===== src/rtl/l1_l2_arbiter.sv =====
// Arbitrates the single L2 line port between the split L1 I- and D-caches.
// Optional macro ARB_ROUND_ROBIN_EN swaps fixed D-over-I priority for alternating priority.
module l1_l2_arbiter #(
  parameter int unsigned ADDR_W = 16,
  parameter int unsigned LINE_W = 128
) (
  input  logic              clk,
  input  logic              reset_n,
  input  logic              icache_read,
  input  logic [ADDR_W-1:0] icache_address,
  output logic [LINE_W-1:0] icache_rdata,
  output logic              icache_resp,
  input  logic              dcache_read,
  input  logic              dcache_write,
  input  logic [ADDR_W-1:0] dcache_address,
  input  logic [LINE_W-1:0] dcache_wdata,
  output logic [LINE_W-1:0] dcache_rdata,
  output logic              dcache_resp,
  output logic              l2_read,
  output logic              l2_write,
  output logic [ADDR_W-1:0] l2_address,
  output logic [LINE_W-1:0] l2_wdata,
  input  logic [LINE_W-1:0] l2_rdata,
  input  logic              l2_resp
);

  typedef enum logic [1:0] {StIdle, StServeI, StServeD, StDone} state_e;

  state_e            state_q, state_d;
  logic              l2_read_q, l2_read_d;
  logic              l2_write_q, l2_write_d;
  logic [ADDR_W-1:0] l2_address_q, l2_address_d;
  logic [LINE_W-1:0] l2_wdata_q, l2_wdata_d;
  logic              icache_resp_q, icache_resp_d;
  logic              dcache_resp_q, dcache_resp_d;
  logic [LINE_W-1:0] icache_rdata_q, icache_rdata_d;
  logic [LINE_W-1:0] dcache_rdata_q, dcache_rdata_d;

  logic d_req;
  logic pick_d;

  assign d_req = dcache_read | dcache_write;

`ifdef ARB_ROUND_ROBIN_EN
  // 0: D-cache granted last, 1: I-cache granted last.
  logic last_grant_q, last_grant_d;

  assign pick_d = d_req & (~icache_read | last_grant_q);

  always_comb begin
    last_grant_d = last_grant_q;
    if (state_q == StIdle) begin
      if (pick_d) begin
        last_grant_d = 1'b0;
      end else if (icache_read) begin
        last_grant_d = 1'b1;
      end
    end
  end

  always_ff @(posedge clk or negedge reset_n) begin
    if (!reset_n) begin
      last_grant_q <= 1'b0;
    end else begin
      last_grant_q <= last_grant_d;
    end
  end
`else
  assign pick_d = d_req;
`endif

  always_comb begin
    state_d        = state_q;
    l2_read_d      = l2_read_q;
    l2_write_d     = l2_write_q;
    l2_address_d   = l2_address_q;
    l2_wdata_d     = l2_wdata_q;
    icache_rdata_d = icache_rdata_q;
    dcache_rdata_d = dcache_rdata_q;
    icache_resp_d  = 1'b0;
    dcache_resp_d  = 1'b0;

    case (state_q)
      StIdle: begin
        if (pick_d) begin
          state_d      = StServeD;
          l2_read_d    = dcache_read;
          l2_write_d   = dcache_write;
          l2_address_d = dcache_address;
          if (dcache_write) begin
            l2_wdata_d = dcache_wdata;
          end
        end else if (icache_read) begin
          state_d      = StServeI;
          l2_read_d    = 1'b1;
          l2_write_d   = 1'b0;
          l2_address_d = icache_address;
        end
      end
      StServeI: begin
        if (l2_resp) begin
          state_d        = StDone;
          l2_read_d      = 1'b0;
          icache_rdata_d = l2_rdata;
          icache_resp_d  = 1'b1;
        end
      end
      StServeD: begin
        if (l2_resp) begin
          state_d       = StDone;
          l2_read_d     = 1'b0;
          l2_write_d    = 1'b0;
          dcache_resp_d = 1'b1;
          // Writebacks return no data; keep the last read line.
          if (l2_read_q) begin
            dcache_rdata_d = l2_rdata;
          end
        end
      end
      StDone: begin
        state_d = StIdle;
      end
      default: begin
        state_d = StIdle;
      end
    endcase
  end

  always_ff @(posedge clk or negedge reset_n) begin
    if (!reset_n) begin
      state_q        <= StIdle;
      l2_read_q      <= 1'b0;
      l2_write_q     <= 1'b0;
      l2_address_q   <= '0;
      l2_wdata_q     <= '0;
      icache_resp_q  <= 1'b0;
      dcache_resp_q  <= 1'b0;
      icache_rdata_q <= '0;
      dcache_rdata_q <= '0;
    end else begin
      state_q        <= state_d;
      l2_read_q      <= l2_read_d;
      l2_write_q     <= l2_write_d;
      l2_address_q   <= l2_address_d;
      l2_wdata_q     <= l2_wdata_d;
      icache_resp_q  <= icache_resp_d;
      dcache_resp_q  <= dcache_resp_d;
      icache_rdata_q <= icache_rdata_d;
      dcache_rdata_q <= dcache_rdata_d;
    end
  end

  assign l2_read      = l2_read_q;
  assign l2_write     = l2_write_q;
  assign l2_address   = l2_address_q;
  assign l2_wdata     = l2_wdata_q;
  assign icache_resp  = icache_resp_q;
  assign dcache_resp  = dcache_resp_q;
  assign icache_rdata = icache_rdata_q;
  assign dcache_rdata = dcache_rdata_q;

endmodule

===== config.mk =====
export PLATFORM = sky130hd
export DESIGN_NAME = l1_l2_arbiter
export DESIGN_NICKNAME = d
export VERILOG_FILES = /design/src/rtl/l1_l2_arbiter.sv
export SDC_FILE = /design/constraint.sdc
export NUM_CORES = 1
export LEC_CHECK = 0
export CAP_MARGIN = 20
export CELL_PAD_IN_SITES_DETAIL_PLACEMENT = 0
export CELL_PAD_IN_SITES_GLOBAL_PLACEMENT = 1
export CORE_AREA = 4 4 267 269
export CTS_CLUSTER_DIAMETER = 50
export DETAILED_ROUTE_END_ITERATION = 10
export DIE_AREA = 0 0 271 273
export DONT_BUFFER_PORTS = 1
export GPL_TIMING_DRIVEN = 0
export PLACE_DENSITY_LB_ADDON = 0.05
export SYNTH_ARGS = -nofsm -noshare
export SYNTH_HDL_FRONTEND = slang
export SYNTH_SLANG_ARGS = --single-unit

===== constraint.sdc =====
create_clock -name clk -period 2.2 [get_ports clk]
set_input_delay 0.22 -clock clk [delete_from_list [all_inputs] [get_ports clk]]
set_output_delay 0.22 -clock clk [all_outputs]
set_load 0.01 [all_outputs]

; ---- Yosys cells after proc, flatten, opt, wreduce, memory -nomap -nowiden
; Index checks and enable logic that the tools add are counted.
[word_totals]
reg_bits = 406
output_inout_bits = 404
word_cells = 44
[op_classes]
n_eq_ne = 6
muxes = 16
n_bitwise = 1
n_reduce_logical = 12
[op_table]
columns = op, n
row1 = $mux W16, 2
row2 = $reduce_and A3 Y1, 4
row3 = $mux W1, 8
row4 = $mux W2, 3
row5 = $pmux W2 S3, 1
row6 = $reduce_and A2 Y1, 3
row7 = $reduce_bool A2 Y1, 3
row8 = $eq A2 B2 Y1 const B, 2
row9 = $pmux W1 S2, 2
row10 = $ne A3 B3 Y1 const B, 1
row11 = $eq A2 B1 Y1 const B, 1
row12 = $logic_not A2 Y1, 1
row13 = $ne A2 B1 Y1 const B, 1
row14 = $ne A2 B2 Y1 const B, 1
row15 = $reduce_or A2 Y1, 1
row16 = $or A1 B1 Y1, 1

; ---- Longest topological paths before layout
; Gate-level depths: netlist of the first run.
[logic_depth]
ltp_word = 4
ltp_mapped = 6
depth_no_buf = 5

; ---- Worst setup path after synthesis of the first run
; Ideal clock, no wire load.
[synth_timing]
path_kind = reg-to-reg
startpoint = register state_q[0]
endpoint = register dcache_rdata_q[107], in the netlist dcache_rdata[107]
setup_ns = 0.125
arrival_ns = 1.389
t_required_ns = 2.075
slack_ns = 0.685
stages_incl_launch_ff = 7
n_path_buf = 2
synth_period_minus_slack_ns = 1.515
path_cell_list = dfrtp_1 inv_1 ha_1 nand3_2 buf_4 buf_6 mux2_4
[synth_via]
elab_chain_len = 2
[synth_lines]
columns = element, line_no
row1 = from (decl), 29  ; state_e state_q, state_d;
row2 = from (signal assigned), 131  ; state_q <= StIdle;
row3 = from (signal assigned), 141  ; state_q <= state_d;
row4 = $eq A2 B2 Y1, 83  ; case (state_q)
row5 = $reduce_and A3 Y1 (no source line), -
row6 = to (signal assigned), 149  ; dcache_rdata_q <= dcache_rdata_d;
row7 = to (decl), 37  ; logic [LINE_W-1:0] dcache_rdata_q, dcache_rdata_d;
; No other way between the ends.
; A chain may end at the register's enable or synchronous reset.

; ---- Worst setup path in the final report of the first run
[layout_timing]
startpoint = input port dcache_read
endpoint = register l2_address_q[0], in the netlist l2_address[0]
[layout_via]
elab_chain_len = 3
elab_cells_between_ends = 4
classes_between = 1 x mux / 1 x bitwise / 2 x reduce/logical
[layout_lines]
columns = element, line_no
row1 = from (decl), 13  ; input logic dcache_read,
row2 = $or A1 B1 Y1 *, 42  ; assign d_req = dcache_read | dcache_write;
row3 = $reduce_bool A2 Y1 (no source line), -
row4 = $reduce_and A2 Y1 (no source line), -
row5 = to (signal assigned), 144  ; l2_address_q <= l2_address_d;
row6 = to (decl), 32  ; logic [ADDR_W-1:0] l2_address_q, l2_address_d;
; Every way passes the cells marked *; elsewhere a longest branch is shown, timed or not.

==> impl_metrics.sql, run 1 <==
INSERT INTO impl_metrics (metric_group, metric, value, unit) VALUES
('status', 'outcome', 'finished with violations', ''),
('status', 'violated_checks', 'negative hold slack, max-slew violations', ''),
('floorplan', 'die_width', '271', 'um'),
('floorplan', 'die_span_in_y', '273', 'um'),
('setup_path', 'r2r-start', 'state_q[0]', ''),
('power', 'cell_internal_pwr', '0.02395', 'W'),
('timing', 'finalWorstSetupSlack', '0.02261', 'ns'),
('timing', 'post-route-period-util', '98.97', '%'),
('synth', 'syn-mean-instance-area', '17.59', 'um^2'),
('setup_path', 'crit_path_category', 'primary input to register', ''),
('power', 'pwr-share-comb', '20.6', '%'),
('synth', 'ys.flop_type', 'sky130_fd_sc_hd__dfrtp_1', ''),
('placed_design', 'dp_worst_setup_slack', '0.4019', 'ns'),
('cts', 'cts_tree', 'yes', ''),
('setup_path', 'ff2ff_setup_slack', '0.16', 'ns'),
('synth', 'mappedNetlistNets', '1214', ''),
('placed_design', 'placement.io_buffers', '0', ''),
('placed_design', 'globalplace.congestion', '0.7651', ''),
('synth', 'synthArstFlopShare', '100.0', '%'),
('setup_path', 'worst_path_dominant_cell_family', 'buffers and inverters', ''),
('hold_path', 'hp-class', 'primary input to async pin', ''),
('synth', 'synth_most_common_cell', 'sky130_fd_sc_hd__dfrtp_1', ''),
('setup_path', 'critPathArrivalTime', '2.64', 'ns'),
('cts', 'worst_skew_pair.late_latency', '0.59', 'ns'),
('setup_path', 'critical_path.startpoint_type', 'primary input', ''),
('floorplan', 'design.die.area', '73980', 'um^2'),
('global_routing', 'antenna_violations_before_repair', '1', ''),
('route', 'post_drt_wl_per_cell', '24.97', 'um'),
('cts', 'clock_sinks', '406', ''),
('cts', 'cts_hold_repair.buffers', '295', ''),
('power', 'ir_worst_vdd', '753.1', 'uV'),
('route', 'drtAntennaViolNets', '0', ''),
('timing', 'setup_tns', '0', 'ns'),
('setup_path', 'worst_r2r_path_depth', '6', ''),
('timing', 'finalHoldViolCount', '406', ''),
('power', 'seq_power_share', '47.5', '%'),
('synth', 'synth_sequential_area_ratio', '63.13', '%'),
('global_routing', 'final_global_route_overflow_total', '0', ''),
('synth', 'synth-seq-cells', '406', ''),
('timing', 'worst_hold_slack', '-0.6657', 'ns'),
('cts', 'clk_pin_slew_worst_paths', '0.05', 'ns'),
('timing', 'setup_viol', '0', ''),
('setup_path', 'slowest_delay', '0.61', 'ns'),
('synth', 'synth.cells.most_frequent', '406 x sky130_fd_sc_hd__dfrtp_1, 234 x sky130_fd_sc_hd__mux2_2, 150 x sky130_fd_sc_hd__mux2_4', ''),
('placed_design', 'place_area', '17260', 'um^2'),
('setup_path', 'path_common_cell', 'sky130_fd_sc_hd__dlygate4sd3_1', ''),
('placed_design', 'place_hpwl', '41.48', 'mm'),
('route', 'detailedRoute.firstPassIterationCount', '4', ''),
('cts', 'number_of_buffers_inserted_by_post_cts_setup_repair', '0', ''),
('route', 'starting_drc_count_in_detailed_routing', '278', ''),
('setup_path', 'critical_path_cell_with_the_highest_stage_delay', 'sky130_fd_sc_hd__dlygate4sd3_1', ''),
('synth', 'synthTopCellsByArea', 'sky130_fd_sc_hd__dfrtp_1 63%, sky130_fd_sc_hd__mux2_2 16%, sky130_fd_sc_hd__mux2_4 14%', ''),
('cts', 'cts_buffers', '68', ''),
('global_routing', 'grt_pass1_wl', '79.92', 'mm'),
('timing', 'fin_skew', '0.02534', 'ns'),
('synth', 'synth.top_cell.area_share', '63.13', '%'),
('synth', 'synth.largest_area_cell', 'sky130_fd_sc_hd__dfrtp_1', ''),
('power', 'power.switching', '0.01194', 'W'),
('setup_path', 'critPathBufInv', '3', ''),
('synth', 'synth.lib_cells_used.distinct', '31', ''),
('setup_path', 'critical_path.reg2reg.endpoint', 'l2_write', ''),
('floorplan', 'core_region_area', '68590', 'um^2'),
('floorplan', 'rows', '96', ''),
('synth', 'synthCells', '915', ''),
('floorplan', 'start_util', '23.47', '%'),
('cts', 'clock_tree.buffer_depth', '3', ''),
('timing', 'slew_viol_final', '250', ''),
('global_routing', 'grt_max_degree', '407', ''),
('route', 'route.vias.total', '9298', ''),
('route', 'drt-vias-per-instance', '4.111', ''),
('cells_and_area', 'syn_to_final_growth', '40.83', '%');
==> cells in the final DEF, fill, tap and decap left out, types with 10 or more instances in the layout <==
| cell | synthesis | layout |
|---|---|---|
| sky130_fd_sc_hd__dfrtp_1 | 406 | 406 |
| sky130_fd_sc_hd__o21ai_1 | 10 | 10 |
| sky130_fd_sc_hd__mux2i_1 | 17 | 17 |
| sky130_fd_sc_hd__nand2_1 | 16 | 16 |
| sky130_fd_sc_hd__clkbuf_16 | 0 | 71 |
| sky130_fd_sc_hd__dlygate4sd3_1 | 0 | 295 |
| sky130_fd_sc_hd__mux2_2 | 234 | 234 |
| sky130_fd_sc_hd__buf_6 | 41 | 41 |
| sky130_fd_sc_hd__bufinv_16 | 0 | 13 |
| sky130_fd_sc_hd__mux2_4 | 150 | 150 |
==> sequential cells by signal (all words and copies together) (netlist names) <==
name	cells
l2_address	16
dcache_resp	1
l2_read	1
icache_resp	1
dcache_rdata	128
state_q	2
l2_wdata	128
icache_rdata	128
l2_write	1
==> area by class of cell <==
class	count	area [um^2]
fill	6755	45920
sequential	406	10160
multi-input combinational	456	5425
timing repair buffer	295	2953
clock buffer	82	1848
tap	931	1165
clock inverter	38	594.3
buffer	47	495.5
inverter	6	22.52
antenna	1	2.502
==> per-layer routing <==
layer  global-route usage [%]  share of wire [%]  vias up
met4                    6.081                4.1        0
met3                    5.672                7.9      114
li1                         -                  -     3976
met1                    14.73                 34     4835
met2                    27.18                 54      373
met5                        0                  0        -
==> power by group through the flow <==
| stage | sequential (W) | clock, W | combinational, W |
|---|---|---|---|
| after detailed placement | 0.0174 | 0 | 0.00695 |
| after floorplan | 0.0150 | 0 | 0.00611 |
| final | 0.0170 | 0.0115 | 0.00739 |
| after CTS | 0.0173 | 0.0119 | 0.00751 |
| after global placement | 0.0175 | 0 | 0.00681 |
| after global routing | 0.0175 | 0.0122 | 0.00804 |
==> kinds of logic (layout without fill, tap and decap cells) <==
group	after synthesis	in the layout	synth area share, %
DFF	406	406	63.13
muxes	401	401	31.42
buffers and inverters	53	468	3.218
AOI/OAI and AO/OA	26	26	1.050
and+or+nand+nor	24	24	0.7930
adders and majority gates	5	5	0.3887
other	0	1	0
==> per-stage QoR <==
step	instances	utilization (%)	hold slack (ns)
after detailed placement	1846	25.16	-0.06450
after CTS	2261	33.03	-0.7248
after global routing	2262	33.05	-0.7262
after global placement	1846	25.16	-0.06494
final	2262	33.05	-0.6657
after floorplan	915	-	-0.07559
==> worst max-delay path by stage <==
stage,start,end,slack [ns],cells after the start
2_1_floorplan,state_q[0],dcache_rdata[107],0.69,6
3_3_place_gp,state_q[0],dcache_rdata[83],0.39,6
3_5_place_dp,state_q[0],dcache_rdata[83],0.40,6
4_1_cts,dcache_read,l2_address[0],0.07,6
5_1_grt,dcache_read,l2_address[15],0.002,6
6_report,dcache_read,l2_address[0],0.02,6
==> what timing repair did <==
item	4_1_cts	5_1_grt
endpoints found under the setup margin	0	3
resized for setup	0	1
hold endpoints to repair	811	406
==> worst register-to-register path, cell delays in order, from the launching register on <==
cell	delay, ns
sky130_fd_sc_hd__dfrtp_1	0.39
sky130_fd_sc_hd__inv_1	0.14
sky130_fd_sc_hd__ha_1	0.31
sky130_fd_sc_hd__nor4b_4	0.35
sky130_fd_sc_hd__dlygate4sd3_1	0.60
sky130_fd_sc_hd__o21ai_0	0.08
sky130_fd_sc_hd__o31ai_1	0.08
(Power assumes the default switching activity.)
==> run 2, diff against run 1 <==
- ABC_AREA: not set -> 1
- CORE_AREA: 4 4 267 269 -> 4 4 271 273
- DIE_AREA: 0 0 271 273 -> 0 0 275 277
==> run 2 against run 1 <==
- clock skew is 0.00091 ns lower
- critical endpoint is now dcache_rdata[38]
- sequential share of layout area grew 1.4 points
- critical path depth grew 1
- the flow finishes with violations (negative hold slack)
- die area rose by 3.0%
- register-to-register slack better by 0.05 ns
- sequential power is 4% lower
- sequential cell count did not move
==> impl_metrics.sql, run 2 <==
INSERT INTO impl_metrics (metric_group, metric, value, unit) VALUES
('cts', 'worst_skew_pair.late_latency', '0.60', 'ns'),
('floorplan', 'die_width', '275', 'um'),
('setup_path', 'slowest_delay', '0.40', 'ns'),
('global_routing', 'grt_pass1_wl', '89.54', 'mm'),
('route', 'm1WireLength', '22.40', 'mm'),
('setup_path', 'critical_path_depth', '7', ''),
('floorplan', 'die_span_in_y', '277', 'um'),
('floorplan', 'boundaryPins', '698', ''),
('timing', 'slew-limit-headroom', '46.36', '%'),
('synth', 'syn-mean-instance-area', '11.02', 'um^2'),
('setup_path', 'critical_path.startpoint_type', 'register', ''),
('floorplan', 'design.die.area', '76180', 'um^2'),
('setup_path', 'critPathArrivalTime', '2.45', 'ns'),
('cells_and_area', 'most_common_cell_after_layout_fill_and_taps_aside', 'sky130_fd_sc_hd__dfrtp_1', ''),
('synth', 'synth-edff-count', '0', ''),
('synth', 'synth_sequential_area_ratio', '66.07', '%'),
('global_routing', 'grt_pass1_vias', '12647', ''),
('synth', 'synth.top_cell.area_share', '66.07', '%'),
('synth', 'synth.cells.most_frequent', '406 x sky130_fd_sc_hd__dfrtp_1, 319 x sky130_fd_sc_hd__nand2_1, 290 x sky130_fd_sc_hd__o21ai_0', ''),
('setup_path', 'ff2ff_setup_slack', '0.21', 'ns'),
('setup_path', 'worst_path_dominant_cell_family', 'buffers and inverters', ''),
('synth', 'synth.largest_area_cell', 'sky130_fd_sc_hd__dfrtp_1', ''),
('setup_path', 'worstPathMaxFanout', '10', ''),
('setup_path', 'required_worst_endpoint', '2.66', 'ns'),
('placed_design', 'place_area', '16600', 'um^2'),
('synth', 'post_synth_instance_area', '15380', 'um^2'),
('cells_and_area', 'fin_nets', '2059', ''),
('cells_and_area', 'syn_to_final_growth', '42.90', '%'),
('route', 'postRouteWirelength', '62.86', 'mm'),
('power', 'ir_worst_vdd', '553.8', 'uV'),
('power', 'finalPower', '0.03302', 'W'),
('timing', 'grt_setup_unrepaired', 'yes', ''),
('synth', 'synth-seq-cells', '406', ''),
('timing', 'fmax', '502.4', 'MHz'),
('placed_design', 'dp_worst_setup_slack', '-0.4116', 'ns'),
('timing', 'slew_viol_final', '0', ''),
('timing', 'timing_worst_slew_pin_value', '0.8045', 'ns'),
('power', 'leakage', '10.27', 'nW'),
('route', 'drt-vias-per-instance', '4.091', ''),
('placed_design', 'place_hpwl', '45.90', 'mm'),
('setup_path', 'worst_r2r_path_depth', '7', ''),
('cts', 'number_of_buffers_inserted_by_post_cts_setup_repair', '0', ''),
('setup_path', 'critical_path_cell_with_the_highest_stage_delay', 'sky130_fd_sc_hd__clkbuf_1', ''),
('cts', 'clock_tree.buffer_depth', '3', ''),
('route', 'detailedRoute.firstPassIterationCount', '5', ''),
('synth', 'synthArstFlopShare', '100.0', '%'),
('route', 'route.vias.total', '11332', ''),
('placed_design', 'placement.io_buffers', '0', ''),
('power', 'power_density', '1502', 'nW/um^2'),
('setup_path', 'crit_path_category', 'register to register', ''),
('cells_and_area', 'post_route_cells_drive_above_1_share', '11.03', '%'),
('cts', 'clk_pin_slew_worst_paths', '0.05', 'ns'),
('synth', 'mappedNetlistNets', '1694', ''),
('synth', 'synth.lib_cells_used.distinct', '17', ''),
('timing', 'post-route-period-util', '90.48', '%'),
('global_routing', 'final_global_route_overflow_total', '0', ''),
('cts', 'cts_tree', 'yes', ''),
('synth', 'ys.flop_type', 'sky130_fd_sc_hd__dfrtp_1', ''),
('route', 'route.detailed.drc', '0', ''),
('timing', 'finalHoldViolCount', '406', ''),
('hold_path', 'hp-class', 'primary input to async pin', ''),
('global_routing', 'antenna_violations_before_repair', '7', ''),
('floorplan', 'core_region_area', '71120', 'um^2'),
('timing', 'setup_viol', '0', ''),
('route', 'dr_wl_met3', '6.703', 'mm'),
('timing', 'setup_tns', '0', 'ns'),
('route', 'met2RoutedLength', '31.90', 'mm'),
('timing', 'timing.final.crit_period', '1.991', 'ns'),
('timing', 'fin_skew', '0.02443', 'ns'),
('route', 'drtAntennaViolNets', '0', ''),
('setup_path', 'endpoint_kind', 'register', ''),
('cts', 'cts_buffers', '68', ''),
('timing', 'finalWorstSetupSlack', '0.2095', 'ns'),
('global_routing', 'gr-usage-all-layers', '15.90', '%'),
('setup_path', 'crit_path_cell_trace', 'inv_1 -> ha_1 -> nand3_1 -> clkbuf_2 -> buf_8 -> clkbuf_1 -> o21ai_0', ''),
('route', 'starting_drc_count_in_detailed_routing', '417', ''),
('synth', 'synthTopCellsByArea', 'sky130_fd_sc_hd__dfrtp_1 66%, sky130_fd_sc_hd__o21ai_0 9.4%, sky130_fd_sc_hd__nand2_1 7.8%', ''),
('route', 'highest_layer', 'met5', ''),
('cts', 'number_of_h_tree_branching_levels', '3', ''),
('cts', 'cts-root-buf', 'sky130_fd_sc_hd__clkbuf_16', ''),
('floorplan', 'start_util', '21.62', '%'),
('floorplan', 'rows', '98', ''),
('synth', 'yosys_synthesis_warning_count', '0', ''),
('global_routing', 'grt_max_degree', '407', ''),
('placed_design', 'globalplace.congestion', '0.7450', ''),
('synth', 'synth_most_common_cell', 'sky130_fd_sc_hd__dfrtp_1', ''),
('job', 'drv.max_cap_violation_count', '0', ''),
('cells_and_area', 'post_route_cell_area', '21970', 'um^2'),
('setup_path', 'critPathBufInv', '4', ''),
('cts', 'clock_sinks', '406', ''),
('status', 'outcome', 'finished with violations', ''),
('synth', 'synthCells', '1395', ''),
('route', 'post_drt_wl_per_cell', '22.69', 'um'),
('timing', 'worst_hold_slack', '-0.6752', 'ns'),
('cts', 'cts_hold_repair.buffers', '293', ''),
('status', 'violated_checks', 'negative hold slack', ''),
('cells_and_area', 'mostFrequentLayoutCells', '406 x sky130_fd_sc_hd__dfrtp_1, 319 x sky130_fd_sc_hd__nand2_1, 293 x sky130_fd_sc_hd__dlygate4sd3_1', '');
==> run 2: cell count changes after synthesis, sizes merged, moves of 4 or more <==
cell	delta
nand2	+302
o21ai	+275
mux2	-256
inv	+150
clkbuf	+41
mux2i	-17
buf	-10
nand3	+4
==> run 2: worst reg2reg max path, cell delays in order, from the launching register on <==
cell and delay, ns:
sky130_fd_sc_hd__dfrtp_1 0.37, sky130_fd_sc_hd__inv_1 0.10, sky130_fd_sc_hd__ha_1 0.23, sky130_fd_sc_hd__nand3_1 0.16, sky130_fd_sc_hd__clkbuf_2 0.27, sky130_fd_sc_hd__buf_8 0.18
sky130_fd_sc_hd__clkbuf_1 0.40, sky130_fd_sc_hd__o21ai_0 0.15
==> run 2: cell families (layout without fill, tap and decap cells) <==
family	after synthesis	after routing	synth area share, %
simple gates	328	328	8.047
buf+inv	234	652	6.493
mux	128	128	9.373
fa+ha+maj	5	5	0.4068
compound gates	294	294	9.609
flops	406	406	66.07
other cells	0	7	0
==> run 2: per-stage QoR <==
stage	utilization, %	cells	hold WS (ns)
6_report	30.90	2770	-0.6752
4_1_cts	30.83	2763	-0.7258
2_1_floorplan	-	1395	-0.07559
3_5_place_dp	23.34	2347	-0.06574
3_3_place_gp	23.29	2345	-0.06323
5_1_grt	30.89	2768	-0.7259
==> run 2: path summary, 6_finish.rpt <==
path,startpoint,end
setup / recovery,state_q[0],dcache_rdata[38]
hold / removal,reset_n,l2_wdata[30]
setup reg to reg,state_q[0],dcache_rdata[38]
hold reg to reg,state_q[0],state_q[0]
max in group asynchronous,reset_n,icache_rdata[71]
min in group clk,icache_read,l2_write
==> run 2: per-layer routing <==
layer,vias to the layer above,GRT usage [%]
met5,-,0
met4,2,4.937
met3,110,7.312
met2,470,28.30
met1,5513,16.65
li1,5237,-
==> run 2: what timing repair did <==
item                                    CTS  global route
gates resized for setup                   3            41
endpoints found under the setup margin  160           152
hold endpoints to repair                811           406
==> run 2: cell type report <==
class / instances / area [um^2]
Sequential cell: 406 / 10160
Buffer: 78 / 445.4
Clock buffer: 83 / 1848
Fill cell: 7357 / 49140
Timing Repair Buffer: 295 / 2963
Clock inverter: 40 / 548.0
Inverter: 156 / 585.6
Multi-Input combinational cell: 755 / 4219
Tap cell: 950 / 1189
Antenna cell: 7 / 17.52
==> run 2: power breakdown <==
group	internal, W	switching [W]	leakage, nW
clock network	0.00711	0.00402	1.16
registers	0.0110	0.00533	5.00
logic	0.00268	0.00286	4.11
==> run 3, diff against run 2 <==
- CELL_PAD_IN_SITES_DETAIL_PLACEMENT: 0 -> 2
- CELL_PAD_IN_SITES_GLOBAL_PLACEMENT: 1 -> 2
- CORE_AREA: 4 4 271 273 -> 4 4 269 271
- DIE_AREA: 0 0 275 277 -> 0 0 273 275
- MAX_ROUTING_LAYER: not set -> met4
==> run 3 against run 2 <==
- critical path type unchanged
- the flow finishes with violations (negative hold slack, max-slew violations)
- non-clock buffer count decreased by 2
- largest power group unchanged
- sequential power about the same
- utilization increased by 0.43 points
- highest routed layer is now met4
- combinational power increased by 3.8%
- sequential cell count unchanged
==> impl_metrics.sql, run 3 (synthesis results as in run 2) <==
INSERT INTO impl_metrics (metric_group, metric, value, unit) VALUES
('setup_path', 'critical_path_cell_with_the_highest_stage_delay', 'sky130_fd_sc_hd__buf_1', ''),
('global_routing', 'antenna_violations_before_repair', '11', ''),
('route', 'post_drt_wl_per_cell', '25.07', 'um'),
('power', 'pwr-share-comb', '17.4', '%'),
('power', 'ir_worst_vdd', '608.2', 'uV'),
('power', 'sw_frac_of_total', '38.13', '%'),
('cts', 'worst_skew_pair.late_latency', '0.58', 'ns'),
('cts', 'cts-root-buf', 'sky130_fd_sc_hd__clkbuf_16', ''),
('floorplan', 'boundaryPins', '698', ''),
('global_routing', 'grt_pass1_vias', '13706', ''),
('route', 'starting_drc_count_in_detailed_routing', '396', ''),
('floorplan', 'design.die.area', '75080', 'um^2'),
('setup_path', 'crit_path_category', 'register to register', ''),
('setup_path', 'required_worst_endpoint', '2.63', 'ns'),
('cells_and_area', 'most_common_cell_after_layout_fill_and_taps_aside', 'sky130_fd_sc_hd__dfrtp_1', ''),
('cts', 'number_of_h_tree_branching_levels', '3', ''),
('cells_and_area', 'syn_to_final_growth', '42.17', '%'),
('setup_path', 'ff2ff_setup_slack', '0.23', 'ns'),
('cts', 'number_of_buffers_inserted_by_post_cts_setup_repair', '0', ''),
('power', 'power.switching', '0.01261', 'W'),
('floorplan', 'die_span_in_y', '275', 'um'),
('timing', 'timing_worst_slew_pin_value', '2.370', 'ns'),
('power', 'power_density', '1513', 'nW/um^2'),
('floorplan', 'rows', '97', ''),
('setup_path', 'worstPathMaxFanout', '10', ''),
('cts', 'clk_pin_slew_worst_paths', '0.06', 'ns'),
('timing', 'finalHoldViolCount', '406', ''),
('placed_design', 'dp_worst_setup_slack', '-0.4169', 'ns'),
('cells_and_area', 'post_route_cells_drive_above_1_share', '11.82', '%'),
('power', 'cell_internal_pwr', '0.02047', 'W'),
('floorplan', 'core_region_area', '69790', 'um^2'),
('timing', 'timing.final.crit_period', '1.973', 'ns'),
('power', 'seq_power_share', '50.1', '%'),
('placed_design', 'globalplace.congestion', '0.7862', ''),
('setup_path', 'worst_path_dominant_cell_family', 'buffers and inverters', ''),
('cts', 'clock_sinks', '406', ''),
('placed_design', 'placement.io_buffers', '0', ''),
('cts', 'cts_buffers', '69', ''),
('cts', 'clock_tree.buffer_depth', '3', ''),
('timing', 'setup_viol', '0', ''),
('hold_path', 'hp-class', 'primary input to async pin', ''),
('route', 'detailedRoute.firstPassIterationCount', '4', ''),
('timing', 'fin_skew', '0.01577', 'ns'),
('route', 'drt-vias-per-instance', '4.262', ''),
('cells_and_area', 'fin_nets', '2058', ''),
('setup_path', 'critPathArrivalTime', '2.41', 'ns'),
('timing', 'finalWorstSetupSlack', '0.2266', 'ns'),
('setup_path', 'endpoint_kind', 'register', ''),
('setup_path', 'crit_path_cell_trace', 'inv_1 -> ha_1 -> nand2_1 -> clkbuf_2 -> buf_1 -> o21ai_0', ''),
('route', 'route.vias.total', '11768', ''),
('timing', 'slew_viol_final', '223', ''),
('status', 'violated_checks', 'negative hold slack, max-slew violations', ''),
('power', 'p_clk_share', '32.5', '%'),
('power', 'leakage', '10.25', 'nW'),
('setup_path', 'worst_r2r_path_depth', '6', ''),
('floorplan', 'die_width', '273', 'um'),
('floorplan', 'start_util', '22.03', '%'),
('setup_path', 'r2r-start', 'state_q[1]', ''),
('cells_and_area', 'mostFrequentLayoutCells', '406 x sky130_fd_sc_hd__dfrtp_1, 319 x sky130_fd_sc_hd__nand2_1, 293 x sky130_fd_sc_hd__dlygate4sd3_1', ''),
('setup_path', 'slowest_delay', '0.43', 'ns'),
('setup_path', 'critical_path.reg2reg.endpoint', 'icache_rdata[88]', ''),
('global_routing', 'grt_max_degree', '407', ''),
('route', 'postRouteWirelength', '69.23', 'mm'),
('global_routing', 'gr-usage-all-layers', '18.37', '%'),
('timing', 'fmax', '506.7', 'MHz'),
('timing', 'post-route-period-util', '89.70', '%'),
('cts', 'cts_tree', 'yes', ''),
('global_routing', 'grt_pass1_wl', '99.02', 'mm'),
('global_routing', 'final_global_route_overflow_total', '0', ''),
('timing', 'worst_hold_slack', '-0.6500', 'ns'),
('cts', 'cts_hold_repair.buffers', '293', ''),
('setup_path', 'critPathBufInv', '3', ''),
('status', 'outcome', 'finished with violations', ''),
('route', 'route.detailed.drc', '0', ''),
('timing', 'slew-limit-headroom', '-57.99', '%'),
('setup_path', 'critical_path.startpoint_type', 'register', ''),
('placed_design', 'place_hpwl', '49.54', 'mm'),
('job', 'drv.max_cap_violation_count', '0', ''),
('route', 'drtAntennaViolNets', '0', '');
-- run 3: what timing repair did --
item	in CTS	in global routing
hold endpoints to repair	810	406
resized for setup	10	58
setup endpoints to repair	232	191
-- run 3: area by class of cell --
| cell class | instances | area [um^2] |
|---|---|---|
| multi-input combinational | 755 | 4219 |
| sequential | 406 | 10160 |
| fill | 7490 | 47920 |
| clock inverter | 37 | 399.1 |
| tap | 940 | 1176 |
| timing repair buffer | 293 | 2933 |
| clock buffer | 85 | 1898 |
| buffer | 78 | 464.2 |
| inverter | 156 | 585.6 |
| antenna | 11 | 27.53 |
-- run 3: per-layer routing --
metal	global-route usage, %	wire, um	up-vias
li1	-	-	5231
met3	7.736	7077	108
met2	32.77	36270	456
met5	-	0	-
met1	18.27	23950	5973
met4	5.745	1929	0
-- run 3: power groups by stage --
stage / clock network, W / registers, W / logic (W)
2_1_floorplan: 0 / 0.0145 / 0.00397
3_3_place_gp: 0 / 0.0169 / 0.00504
3_5_place_dp: 0 / 0.0169 / 0.00532
4_1_cts: 0.0111 / 0.0168 / 0.00585
5_1_grt: 0.0115 / 0.0171 / 0.00670
6_report: 0.0108 / 0.0166 / 0.00575
-- run 3: worst reg2reg max path: stages, from the launching register on --
cell,delay [ns]
sky130_fd_sc_hd__dfrtp_1,0.41
sky130_fd_sc_hd__inv_1,0.10
sky130_fd_sc_hd__ha_1,0.19
sky130_fd_sc_hd__nand2_1,0.13
sky130_fd_sc_hd__clkbuf_2,0.40
sky130_fd_sc_hd__buf_1,0.44
sky130_fd_sc_hd__o21ai_0,0.16
-- run 3: how the worst max path moves through the flow --
stage | start | end | slack (ns) | cells after the start
6_report | state_q[1] | icache_rdata[88] | 0.23 | 6
5_1_grt | state_q[1] | icache_rdata[97] | -0.0006 | 6
4_1_cts | state_q[0] | dcache_rdata[113] | 0.0007 | 7
3_5_place_dp | state_q[0] | dcache_rdata[102] | -0.42 | 6
3_3_place_gp | state_q[0] | dcache_rdata[125] | -0.35 | 6
2_1_floorplan | state_q[0] | l2_wdata[100] | 0.68 | 6
-- run 3: per-stage QoR --
step / TNS (ns) / util (%) / cells / area [um^2] / power (W)
4_1_cts: 0 / 31.23 / 2750 / 21800 / 0.03377
6_report: 0 / 31.33 / 2761 / 21860 / 0.03308
3_5_place_dp: -68.54 / 23.72 / 2335 / 16550 / 0.02218
3_3_place_gp: -58.51 / 23.72 / 2335 / 16550 / 0.02192
2_1_floorplan: 0 / - / 1395 / 15380 / 0.01847
5_1_grt: -0.0005911 / 31.33 / 2761 / 21860 / 0.03529
